<file path="config.mk">
export PLATFORM = sky130hd
export DESIGN_NAME = palette_lut
export DESIGN_NICKNAME = d
export VERILOG_FILES = /design/src/rtl/palette_pkg.sv /design/src/rtl/palette_regfile.sv /design/src/rtl/palette_lut.sv
export SDC_FILE = /design/constraint.sdc
export NUM_CORES = 1
export LEC_CHECK = 0
export BUFFER_PORTS_ARGS = -buffer_cell sky130_fd_sc_hd__buf_4
export CORE_MARGIN = 10
export CORE_UTILIZATION = 30
export DETAILED_ROUTE_END_ITERATION = 10
export PLACE_DENSITY = 0.42
export SYNTH_ARGS = -nofsm -noshare
export SYNTH_HDL_FRONTEND = slang
export SYNTH_HIERARCHICAL = 1
export SYNTH_SLANG_ARGS = --single-unit
</file>
<file path="constraint.sdc">
create_clock -name clk -period 3.15 [get_ports clk]
set_input_delay 0.63 -clock clk [delete_from_list [all_inputs] [get_ports clk]]
set_output_delay 0.63 -clock clk [all_outputs]
set_load 0.01 [all_outputs]
</file>
<file path="src/rtl/palette_pkg.sv">
// Shared definitions for the programmable colour palette: the default VDG
// colour set, the restore FSM states and the RGB component width.
package palette_pkg;

    // Width of one colour component (R, G or B)
    localparam int COMP_W     = 3;
    // Width of one default table entry: R,G,B packed MSB-first
    localparam int DEF_W      = 3 * COMP_W;
    // Number of entries in the built-in default table
    localparam int DEF_DEPTH  = 16;
    localparam int DEF_IDX_W  = 4;

    // Default VDG colour set; the last four entries are black
    localparam logic [DEF_W-1:0] DEFAULT_RGB [DEF_DEPTH] = '{
        9'h000, 9'h078, 9'h1F8, 9'h08F,
        9'h182, 9'h1FF, 9'h07C, 9'h1CF,
        9'h1E0, 9'h1F2, 9'h018, 9'h0C0,
        9'h000, 9'h000, 9'h000, 9'h000
    };

    // Restore sequencer states
    typedef enum logic {
        IDLE    = 1'b0,
        RESTORE = 1'b1
    } state_t;

    // Default colour for a palette slot. Slots beyond the built-in table and
    // all slots when defaults are disabled come back black.
    function automatic logic [DEF_W-1:0] default_colour(input int idx, input bit enable);
        logic [DEF_W-1:0] colour;
        colour = '0;
        if (enable && idx >= 0 && idx < DEF_DEPTH) begin
            colour = DEFAULT_RGB[idx[DEF_IDX_W-1:0]];
        end
        return colour;
    endfunction

endpackage

</file>
<file path="src/rtl/palette_regfile.sv">
// Palette storage: one register per colour index, loaded with the default
// table by the asynchronous reset, one write port and two independent
// combinational read ports (pixel lookup and CPU readback). Reads see the
// contents before any write landing on the same edge.
module palette_regfile
    import palette_pkg::*;
#(
    parameter int IDX_W      = 4,
    parameter int RGB_W      = 9,
    parameter bit DEFAULT_EN = 1'b1
) (
    input  logic             clk,
    input  logic             reset_n,
    input  logic             wr_en,
    input  logic [IDX_W-1:0] wr_addr,
    input  logic [RGB_W-1:0] wr_data,
    input  logic [IDX_W-1:0] pix_addr,
    output logic [RGB_W-1:0] pix_data,
    input  logic [IDX_W-1:0] cpu_addr,
    output logic [RGB_W-1:0] cpu_data
);

    localparam int DEPTH = 2 ** IDX_W;

    logic [RGB_W-1:0] mem [DEPTH];

    // Reset value of one slot, resized to the output colour width
    function automatic logic [RGB_W-1:0] init_value(input int idx);
        return RGB_W'(default_colour(idx, DEFAULT_EN));
    endfunction

    // Storage: async reset reloads the whole default table, else single write
    always_ff @(posedge clk or negedge reset_n) begin
        if (!reset_n) begin
            for (int i = 0; i < DEPTH; i++) begin
                mem[IDX_W'(i)] <= init_value(i);
            end
        end else if (wr_en) begin
            mem[wr_addr] <= wr_data;
        end
    end

    // Read ports are plain muxes on the current contents
    assign pix_data = mem[pix_addr];
    assign cpu_data = mem[cpu_addr];

endmodule

</file>
<file path="src/rtl/palette_lut.sv">
// Programmable colour palette for the video output path. A pixel colour
// index is mapped to RGB through a CPU-writable palette in a two-stage
// registered pipeline with blanking and border selection. A restore pulse
// walks the palette one entry per clock, reloading the default colour set
// while the pixel path keeps running.
module palette_lut
    import palette_pkg::*;
#(
    parameter int IDX_W      = 4,
    parameter int RGB_W      = 9,
    parameter bit DEFAULT_EN = 1'b1
) (
    input  logic             clk,
    input  logic             reset_n,
    input  logic             pix_valid,
    input  logic [IDX_W-1:0] pix_index,
    input  logic             blank,
    input  logic             border_en,
    input  logic [IDX_W-1:0] border_index,
    input  logic             wr_en,
    input  logic [IDX_W-1:0] wr_addr,
    input  logic [RGB_W-1:0] wr_data,
    input  logic             rd_en,
    input  logic [IDX_W-1:0] rd_addr,
    output logic [RGB_W-1:0] rd_data,
    output logic             rd_valid,
    input  logic             restore,
    output logic             busy,
    output logic [RGB_W-1:0] rgb_out,
    output logic             rgb_valid
);

    localparam int               DEPTH    = 2 ** IDX_W;
    localparam logic [IDX_W-1:0] LAST_IDX = IDX_W'(DEPTH - 1);

    // Restore sequencer
    state_t           state;
    logic [IDX_W-1:0] cnt;
    logic             cnt_done;

    // Palette write port after arbitration between restore and CPU
    logic             rf_wr_en;
    logic [IDX_W-1:0] rf_wr_addr;
    logic [RGB_W-1:0] rf_wr_data;

    // Palette read data
    logic [RGB_W-1:0] pix_colour;
    logic [RGB_W-1:0] cpu_colour;

    // Pixel pipeline stage 1 registers
    logic [IDX_W-1:0] sel_idx_p1;
    logic             blank_p1;
    logic             vld_p1;

    // Last slot of the sweep; the counter itself never wraps back to 0
    assign cnt_done = (cnt == LAST_IDX);

    // Restore value for the slot currently addressed by the sequencer
    function automatic logic [RGB_W-1:0] restore_value(input logic [IDX_W-1:0] idx);
        return RGB_W'(default_colour(int'({1'b0, idx}), DEFAULT_EN));
    endfunction

    // Write arbitration: restore owns the port; CPU writes while busy are dropped
    always_comb begin
        rf_wr_en   = 1'b0;
        rf_wr_addr = wr_addr;
        rf_wr_data = wr_data;
        if (state == RESTORE) begin
            rf_wr_en   = 1'b1;
            rf_wr_addr = cnt;
            rf_wr_data = restore_value(cnt);
        end else if (wr_en) begin
            rf_wr_en   = 1'b1;
        end
    end

    palette_regfile #(
        .IDX_W      (IDX_W),
        .RGB_W      (RGB_W),
        .DEFAULT_EN (DEFAULT_EN)
    ) u_regfile (
        .clk      (clk),
        .reset_n  (reset_n),
        .wr_en    (rf_wr_en),
        .wr_addr  (rf_wr_addr),
        .wr_data  (rf_wr_data),
        .pix_addr (sel_idx_p1),
        .pix_data (pix_colour),
        .cpu_addr (rd_addr),
        .cpu_data (cpu_colour)
    );

    // Restore FSM: one palette slot per clock; restore pulses mid-sweep are ignored
    always_ff @(posedge clk or negedge reset_n) begin
        if (!reset_n) begin
            state <= IDLE;
            cnt   <= '0;
            busy  <= 1'b0;
        end else begin
            case (state)
                IDLE: begin
                    if (restore) begin
                        state <= RESTORE;
                        cnt   <= '0;
                        busy  <= 1'b1;
                    end
                end
                RESTORE: begin
                    if (cnt_done) begin
                        state <= IDLE;
                        cnt   <= '0;
                        busy  <= 1'b0;
                    end else begin
                        cnt <= cnt + 1'b1;
                    end
                end
                default: begin
                    state <= IDLE;
                    cnt   <= '0;
                    busy  <= 1'b0;
                end
            endcase
        end
    end

    // ---- stage 1: select border or pixel index, capture blank and valid ----
    // Stage 1 control flags
    always_ff @(posedge clk or negedge reset_n) begin
        if (!reset_n) begin
            blank_p1 <= 1'b0;
            vld_p1   <= 1'b0;
        end else begin
            blank_p1 <= blank;
            vld_p1   <= pix_valid | border_en;
        end
    end

    // Stage 1 index; only observed when vld_p1 is set, so no reset needed
    always_ff @(posedge clk) begin
        sel_idx_p1 <= border_en ? border_index : pix_index;
    end

    // ---- stage 2: palette lookup, blanking, registered DAC drive ----
    // Output black when blanked or outside active/border area
    always_ff @(posedge clk or negedge reset_n) begin
        if (!reset_n) begin
            rgb_out   <= '0;
            rgb_valid <= 1'b0;
        end else begin
            rgb_out   <= (blank_p1 || !vld_p1) ? '0 : pix_colour;
            rgb_valid <= vld_p1 & ~blank_p1;
        end
    end

    // CPU readback: data held between reads, valid pulses for one cycle
    always_ff @(posedge clk or negedge reset_n) begin
        if (!reset_n) begin
            rd_data  <= '0;
            rd_valid <= 1'b0;
        end else begin
            rd_valid <= rd_en;
            if (rd_en) begin
                rd_data <= cpu_colour;
            end
        end
    end

endmodule

</file>
Word level (Yosys, flattened, before mapping):

Memory sizes are Yosys's and may differ from the RTL's.
Index checks and enable logic that the tools add are counted.

* reductions and logical operators: 5
* muxes and demuxes: 26
* $add $sub $neg: 1
* $lt $le $gt $ge: 5
* bitwise gates (word level): 8
* equality and inequality tests: 3

Operator list (number)
* bitwise mux 144 bit: 1
* two-way mux 9 bit: 9
* binary-select mux 9 bit (select 4 bit): 2
* demux 9 bit (select 4 bit): 1
* greater-or-equal comparator 5 bit, second input constant: 4
* inverter 4 -> 5 bit: 4
* two-way mux 4 bit: 4
* one-hot mux 4 bit (2 select lines): 1
* two-way mux 1 bit: 6
* < comparator 5 x 1 -> 1 bit, second input constant: 1
* adder 4 x 1 -> 4 bit, second input constant: 1
* == test 4 bit, second input constant: 1
* one-hot mux 1 bit (2 select lines): 2
* AND reduction 2 bit: 2
* inequality test 2 x 1 -> 1 bit, second input constant: 1
* inequality test 2 bit, second input constant: 1
* inverter 1 bit: 2
* AND 1 bit: 1
* logical AND 1 bit: 1
* zero test 1 bit: 1
* logical OR 1 bit: 1
* OR 1 bit: 1

* memories kept: 1
* word-level logic and storage cells: 75
* register bits: 176
* output and inout bits: 21
* memory bits (read-only): 144

Memory list
* (name not given): depth 16, bits a word 9, read ports 1, clocked after Yosys merged registers in 0, write ports 0, line palette_pkg.sv:33 `colour = DEFAULT_RGB[idx[DEF_IDX_W-1:0]];`

Logic depth before layout (Yosys ltp):

Gate-level depths: netlist (run 1).

* word-level depth: 7
* mapped depth: 7
* gate-level depth less buffers: 6

Cells and area by module:

The synthesis (run 1) kept the hierarchy.

Modules (own cells, without submodules)
* palette_regfile: cells an instance 404, times used 1, area each 7349.5 um^2, sequential area each 4012.6 um^2
* palette_lut: cells an instance 134, times used 1, area each 1507.7 um^2, sequential area each 780.7 um^2

Least setup slack after synthesis (run 1):

Ideal clock, no wire load.

* path type: input to register
* from: input wr_addr[1]
* to: register u_regfile/mem[27] (netlist name) (enable)
* required time: 2.763 ns
* slack: 0.753 ns
* setup time: 0.387 ns
* arrival time: 2.011 ns
* stages on the path: 4
* cell sequence: mux2_2 > buf_2 > nand3b_1 > nor3_1

RTL lines
* from (decl): line palette_lut.sv:21 `input logic [IDX_W-1:0] wr_addr,`
* to (signal, indexed assignment): line palette_regfile.sv:36 `mem[IDX_W'(i)] <= init_value(i);`
* to (signal, indexed assignment): line palette_regfile.sv:39 `mem[wr_addr] <= wr_data;`
* to (decl): line palette_regfile.sv:25 `logic [RGB_W-1:0] mem [DEPTH];`

Worst setup path after layout (run 1):

* from: register state
* to: register u_regfile/mem[77] (netlist name)

* longest elaborated chain between the ends: 7

Ends and longest elaborated chain
* from (decl): line palette_lut.sv:37 `state_t state;`
* from (signal assigned): line palette_lut.sv:96 `state <= IDLE;`
* from (signal assigned): line palette_lut.sv:103 `state <= RESTORE;`
* from (signal assigned): line palette_lut.sv:110 `state <= IDLE;`
* two-way mux 4 bit (*): line palette_lut.sv:68 `if (state == RESTORE) begin`
* net rf_wr_addr[2]: line palette_lut.sv:43 `logic [IDX_W-1:0] rf_wr_addr;`
* inverter 4 -> 5 bit (not written as such) (*): line palette_regfile.sv:39
* greater-or-equal comparator 5 bit (not written as such) or < comparator 5 x 1 -> 1 bit (tied branches): line palette_regfile.sv:39
* logical AND 1 bit (not written as such): line palette_regfile.sv:39
* two-way mux 9 bit (not written as such): line palette_regfile.sv:39
* demux 9 bit (select 4 bit) (*): line palette_regfile.sv:39
* bitwise mux 144 bit (*): line palette_regfile.sv:39

The timed path passes the listed nets; every way through them passes the cells marked *.
A chain may end at the register's enable or synchronous reset.

==> metrics.txt, run 1 <==
status finished clean; clock sink count 176; area of all sequential standard cells 4790 µm²; crit path capture type flip-flop; synthesis-to-finish area growth 17.4%; max cap viols 0; worst slack, placed just over 0.5 ns; worst reg2reg path depth 4; Max FO, Critical Path 9; Mean Syn Cell Area about 16 µm²; IO Port Bufs 53; die area 36800 µm²; final wirelength 25400 µm; WL per Instance between 20 and 30 µm; cts repair resizes 0; DRT Pass-1 Iters 5; routed vias 5323; routed vias/inst ~5.3; critical setup path kind flip-flop to flip-flop; Cell Area, Synth roughly 9000 µm²; Tmin final 2.37 ns; WP data required 3.46 ns; H-tree depth 4; VDD IR max 0.396 mV; 1st-iter DRT viols 436; share of cells above drive strength 1 0.478; reg2reg end u_regfile/mem[77]; worst hold path class input port to async pin; post-CTS setup repair buffer count 0; Post-Layout Cell Count around 1000; largest net degree at the start of global routing 50; clock-pin slew on the worst setup and hold paths 0.07 ns; synth top area cells edfxtp_1 (24%), dfrtp_1 (17%), dfstp_2 (12%); PwrDens 935 nW/µm²; Yosys reg bits 176; EDFF count, synth 72; Slew Viols, Final 0; most numerous cell in the Yosys netlist mux2_2; Cell Count Post-Placement 975; Worst R2R Setup Slack 0.78 ns; hold_ws approximately 0.14 ns; global-route usage over all layers 0.141; initial antenna violation count 0; final core utilization 0.359; gpl congestion ~0.76; top_reg_cell synth edfxtp_1; final worst setup slack 0.775 ns; die width around 190 µm; die height 192 µm; period utilization 0.754; Mapped Cells 538; pin slew with the least headroom to its limit 0.962 ns; root buf cell clkbuf_16; Yosys top cell by area edfxtp_1; Post-Syn Nets approximately 580; Hold Vio Cnt, Final 0; CP arrival 2.69 ns; HPWL Detailed 17600 µm; Clk Latency, worst-skew pair 0.43 ns; Post-synth ARST share 0.568; floorplan core area about 29000 µm²; post-synthesis sequential area ratio 0.541; TritonCTS clock tree done; first-pass GRT wire length 38000 µm; initial core utilization 0.306; number of placement rows between 60 and 70; Max Fclk 421 MHz; IO Pins 54; DRC errors left 0; ant diodes 0; ANT nets after route 0; Crit Reg-Reg Startpoint state; Leakage ~4.0 nW; Final Setup Violations 0; CTS Buf Count 17; count of yosys warnings during synthesis 6; area of the multi-input gates 3780 µm²; Yosys top cell area share 0.244; total grt overflow 0; top cells by count, synth mux2_2 (88), edfxtp_1 (72), dfrtp_1 (61), mux4_2 (42), dfstp_2 (39); Final nets 649; RSZ-0062 raised after global routing false; hold buffers post-CTS 0; setup TNS 0 ns; Clock Skew 0.00820 ns; Rel. slew slack 0.357; Synth cell types 44; startpoint types flip-flop; vias in the first global route 5565; fillers 2758; clk buf depth 2
[worst max-delay path by stage]
| stage | start | endpoint | slack, ns | depth (start not counted) |
|---|---|---|---|---|
| 2_1_floorplan | wr_addr[1] | u_regfile/mem[27] | 0.75 | 4 |
| 3_3_place_gp | wr_addr[2] | u_regfile/mem[77] | 0.50 | 6 |
| 3_5_place_dp | wr_addr[2] | u_regfile/mem[77] | 0.50 | 6 |
| 4_1_cts | state | u_regfile/mem[77] | 0.73 | 4 |
| 5_1_grt | state | u_regfile/mem[77] | 0.49 | 4 |
| 6_report | state | u_regfile/mem[77] | 0.78 | 4 |
[flip-flops by register name, indices dropped and copies added (netlist names)]
name           count
rgb_out            9
cnt                4
busy               1
blank_p1           1
rd_data            9
u_regfile/mem    144
vld_p1             1
rd_valid           1
rgb_valid          1
state              1
sel_idx_p1         4
[cells by family after synthesis]
group	after synthesis	synth area share
AO/OA/AOI/OAI	64	0.0510
adder cells (fa/ha/maj)	6	0.00848
buffers and inverters	39	0.0315
flip-flops	176	0.541
multiplexers	160	0.307
AND/OR/NAND/NOR	93	0.0605
[metrics by stage]
stage | power (mW) | cell area, µm²
floorplan | 6.16 | 8860
global placement | 7.45 | 9770
detailed placement | 7.52 | 9770
CTS | 9.84 | 10400
global route | 10.3 | 10400
finish | 9.72 | 10400
[per-layer routing]
layer	track usage	share of wire	vias to the layer above
li1	-	-	2297
met1	0.193	0.46	2848
met2	0.227	0.47	167
met3	0.0301	0.062	11
met4	0.0273	0.0074	0
met5	0	0	-
[area by class of cell]
type,instances,share of cell area
Multi-Input combinational cell,323,0.364
Inverter,6,0.00217
Sequential cell,176,0.461
Tap cell,384,0.0462
Clock inverter,14,0.0194
Clock buffer,18,0.0413
Timing Repair Buffer,86,0.0657
[worst max-delay path: stages (launching register included)]
cell	delay, ns
dfrtp_1	0.47
o21ai_0	0.64
nand3_1	0.28
nor2_2	0.48
mux2_2	0.40
[power breakdown]
group          leakage [nW]  switching (mW)  internal (mW)  total [mW]
logic                  1.87            1.88           1.60        3.48
clock network         0.298           0.940           1.34        2.28
registers              1.86           0.479           3.48        3.96
total                  4.03            3.30           6.43        9.72
[layout by cell type (no fill, tap or decap), types with 5 or more instances in the layout]
| master | count |
|---|---|
| nand2_1 | 27 |
| mux4_1 | 28 |
| clkbuf_16 | 17 |
| nor3_1 | 5 |
| nand2b_1 | 8 |
| a22oi_1 | 37 |
| a21oi_1 | 11 |
| ha_1 | 6 |
| mux4_2 | 42 |
| mux2_2 | 88 |
| nor2_1 | 14 |
| inv_1 | 6 |
| and2_1 | 11 |
| edfxtp_1 | 72 |
| dfstp_2 | 39 |
| buf_4 | 83 |
| dfrtp_1 | 61 |
No activity file was read; power rests on OpenSTA's default activity.
==> run 2: changes to the inputs <==
Settings changed: PLACE_DENSITY 0.42 to 0.44.
Clock period 3.15 ns to 2 ns, I/O delays scaled along.
==> metrics.txt, run 2 (same netlist as run 1, synthesis figures left out) <==
root buf cell clkbuf_16 (unchanged); HPWL Detailed 17600 µm (about the same); IO Port Bufs 53 (unchanged); number of placement rows 62 (unchanged); period utilization 0.991 (was 0.754); TritonCTS clock tree done (unchanged); max cap viols 0 (unchanged); Final Setup Violations 0 (unchanged); Max FO, Critical Path 12 (was 9); Top Registers u_regfile/mem: 144 flops, rd_data: 9 flops, rgb_out: 9 flops (unchanged); delay-heaviest family, CP multiplexers (was simple AND/OR/NAND/NOR gates); CTS Buf Count 17 (unchanged); Worst Path Buf+Inv 1 (was 0); vias in the first global route 5715 (was 5565); most common cell after layout, fill and taps aside buf_4 (was mux2_2); Worst R2R Setup Slack 0.02 ns (was 0.78 ns); worst reg2reg path depth 5 (was 4); max incr delay on CP 0.64 ns (about the same); clock-pin slew on the worst setup and hold paths 0.07 ns (about the same); startpoint types flip-flop (unchanged); PwrDens 1430 nW/µm² (was 935 nW/µm²); H-tree depth 4 (unchanged); pin slew with the least headroom to its limit 0.973 ns (was 0.962 ns); CP Cell Sequence buf_12 -> mux4_4 -> a22oi_1 -> nand2_1 -> and2_1 (was o21ai_0 -> nand3_1 -> nor2_2 -> mux2_2); Slew Viols, Final 0 (unchanged); global-route usage over all layers 0.136 (was 0.141); first-pass GRT wire length 37000 µm (was 38000 µm); area of all sequential standard cells 4800 µm² (was 4790 µm²); clock sink count 176 (unchanged); die width 192 µm (unchanged); clk buf depth 2 (unchanged); critical setup path kind flip-flop to flip-flop (unchanged); Placed Area 10300 µm² (was 9770 µm²); Post-Layout Cell Count 1037 (was 1007); Final nets 679 (was 649); reg2reg end rgb_out[2] (was u_regfile/mem[77]); routed vias 5349 (was 5323); die area 36800 µm² (unchanged); floorplan core area 28900 µm² (unchanged); synthesis-to-finish area growth 22.9% (was 17.4%); Clock Skew 0.0158 ns (was 0.00820 ns); initial antenna violation count 0 (unchanged); final wirelength 24300 µm (was 25400 µm); total grt overflow 0 (unchanged); Hold Vio Cnt, Final 0 (unchanged); Tot Pwr 15.6 mW (was 9.72 mW); Largest register FFs 144 (unchanged); area of the multi-input gates 3850 µm² (was 3780 µm²); ant diodes 0 (unchanged); RSZ-0062 raised after global routing false (unchanged); ANT nets after route 0 (unchanged); Leakage 4.22 nW (was 4.03 nW); Max Fclk 504 MHz (was 421 MHz); share of cells above drive strength 1 0.524 (was 0.478); setup TNS 0 ns (unchanged); Largest Register u_regfile/mem (unchanged); DRT Pass-1 Iters 4 (was 5); Crit Reg-Reg Startpoint sel_idx_p1[0] (was state); die height 192 µm (unchanged); DRC errors left 0 (unchanged); initial core utilization 0.306 (unchanged); Clk Latency, worst-skew pair 0.43 ns (about the same); largest net degree at the start of global routing 101 (was 50); WL per Instance 23.4 µm (was 25.3 µm); post-route cell area 10900 µm² (was 10400 µm²); commonest non-fill, non-tap cells in the layout buf_4 (91), mux2_2 (87), edfxtp_1 (72), dfrtp_1 (59), mux4_2 (42) (was mux2_2 (88), buf_4 (83), edfxtp_1 (72), dfrtp_1 (61), mux4_2 (42)); CP arrival 2.31 ns (was 2.69 ns); final worst setup slack 0.0173 ns (was 0.775 ns); Cell Count Post-Placement 1004 (was 975); hold buffers post-CTS 0 (unchanged); 1st-iter DRT viols 356 (was 436); VDD IR max 0.590 mV (was 0.396 mV); critical path's slowest cell mux4_4 (was o21ai_0); status finished clean (unchanged); Tmin final 1.98 ns (was 2.37 ns); worst slack, placed -0.152 ns (was 0.503 ns); fillers 2690 (was 2758); worst hold path class input port to async pin (unchanged); WP data required 2.32 ns (was 3.46 ns); IO Pins 54 (unchanged); Rel. slew slack 0.349 (was 0.357); crit path capture type flip-flop (unchanged); routed vias/inst 5.16 (was 5.29); gpl congestion 0.791 (was 0.756)
-- run 2: how the worst max path moves through the flow --
stage	endpoint	cells after the start	startpoint
final	rgb_out[2]	5	sel_idx_p1[0]
after global routing	u_regfile/mem[87]	8	cnt[0]
after CTS	rgb_out[3]	6	sel_idx_p1[0]
after detailed placement	rd_data[2]	7	rd_addr[0]
after global placement	rd_data[2]	7	rd_addr[0]
after floorplan	u_regfile/mem[27]	5	state
-- run 2: layer usage --
metal  GRT usage  part of all wire  wire length [µm]  vias up
met2       0.221              0.49             11800      124
li1            -                 -                 -     2362
met5           0                 0                 0        -
met4      0.0376             0.013               313        0
met3      0.0259             0.038               927       15
met1       0.182              0.46             11200     2848
-- run 2: through the flow --
step                      hold WS (ns)   util
after floorplan                  0.104      -
after global placement           0.496  0.356
after detailed placement         0.501  0.356
after CTS                       0.0568  0.375
after global routing            0.0555  0.376
final                           0.0442  0.376
-- run 2: layout make-up --
| class | count | area share |
|---|---|---|
| multi-input cells | 323 | 0.353 |
| flip-flops and latches | 176 | 0.441 |
| clock inverters | 15 | 0.0121 |
| well taps | 384 | 0.0441 |
| clock buffers | 17 | 0.0391 |
| repair buffers | 116 | 0.109 |
| inverters | 6 | 0.00207 |
-- run 2: report_power, final --
group / switching [mW] / total, mW / internal [mW]
combinational: 3.16 / 6.30 / 3.14
clock: 1.50 / 3.13 / 1.62
sequential: 0.669 / 6.14 / 5.47
total: 5.33 / 15.6 / 10.2
-- run 2: timing repair --
action                                  4_1_cts  5_1_grt
buffers inserted                              0        1
resized for setup                             2        6
cloned                                        0        0
endpoints found under the setup margin       38       29
pin swaps                                     0        2
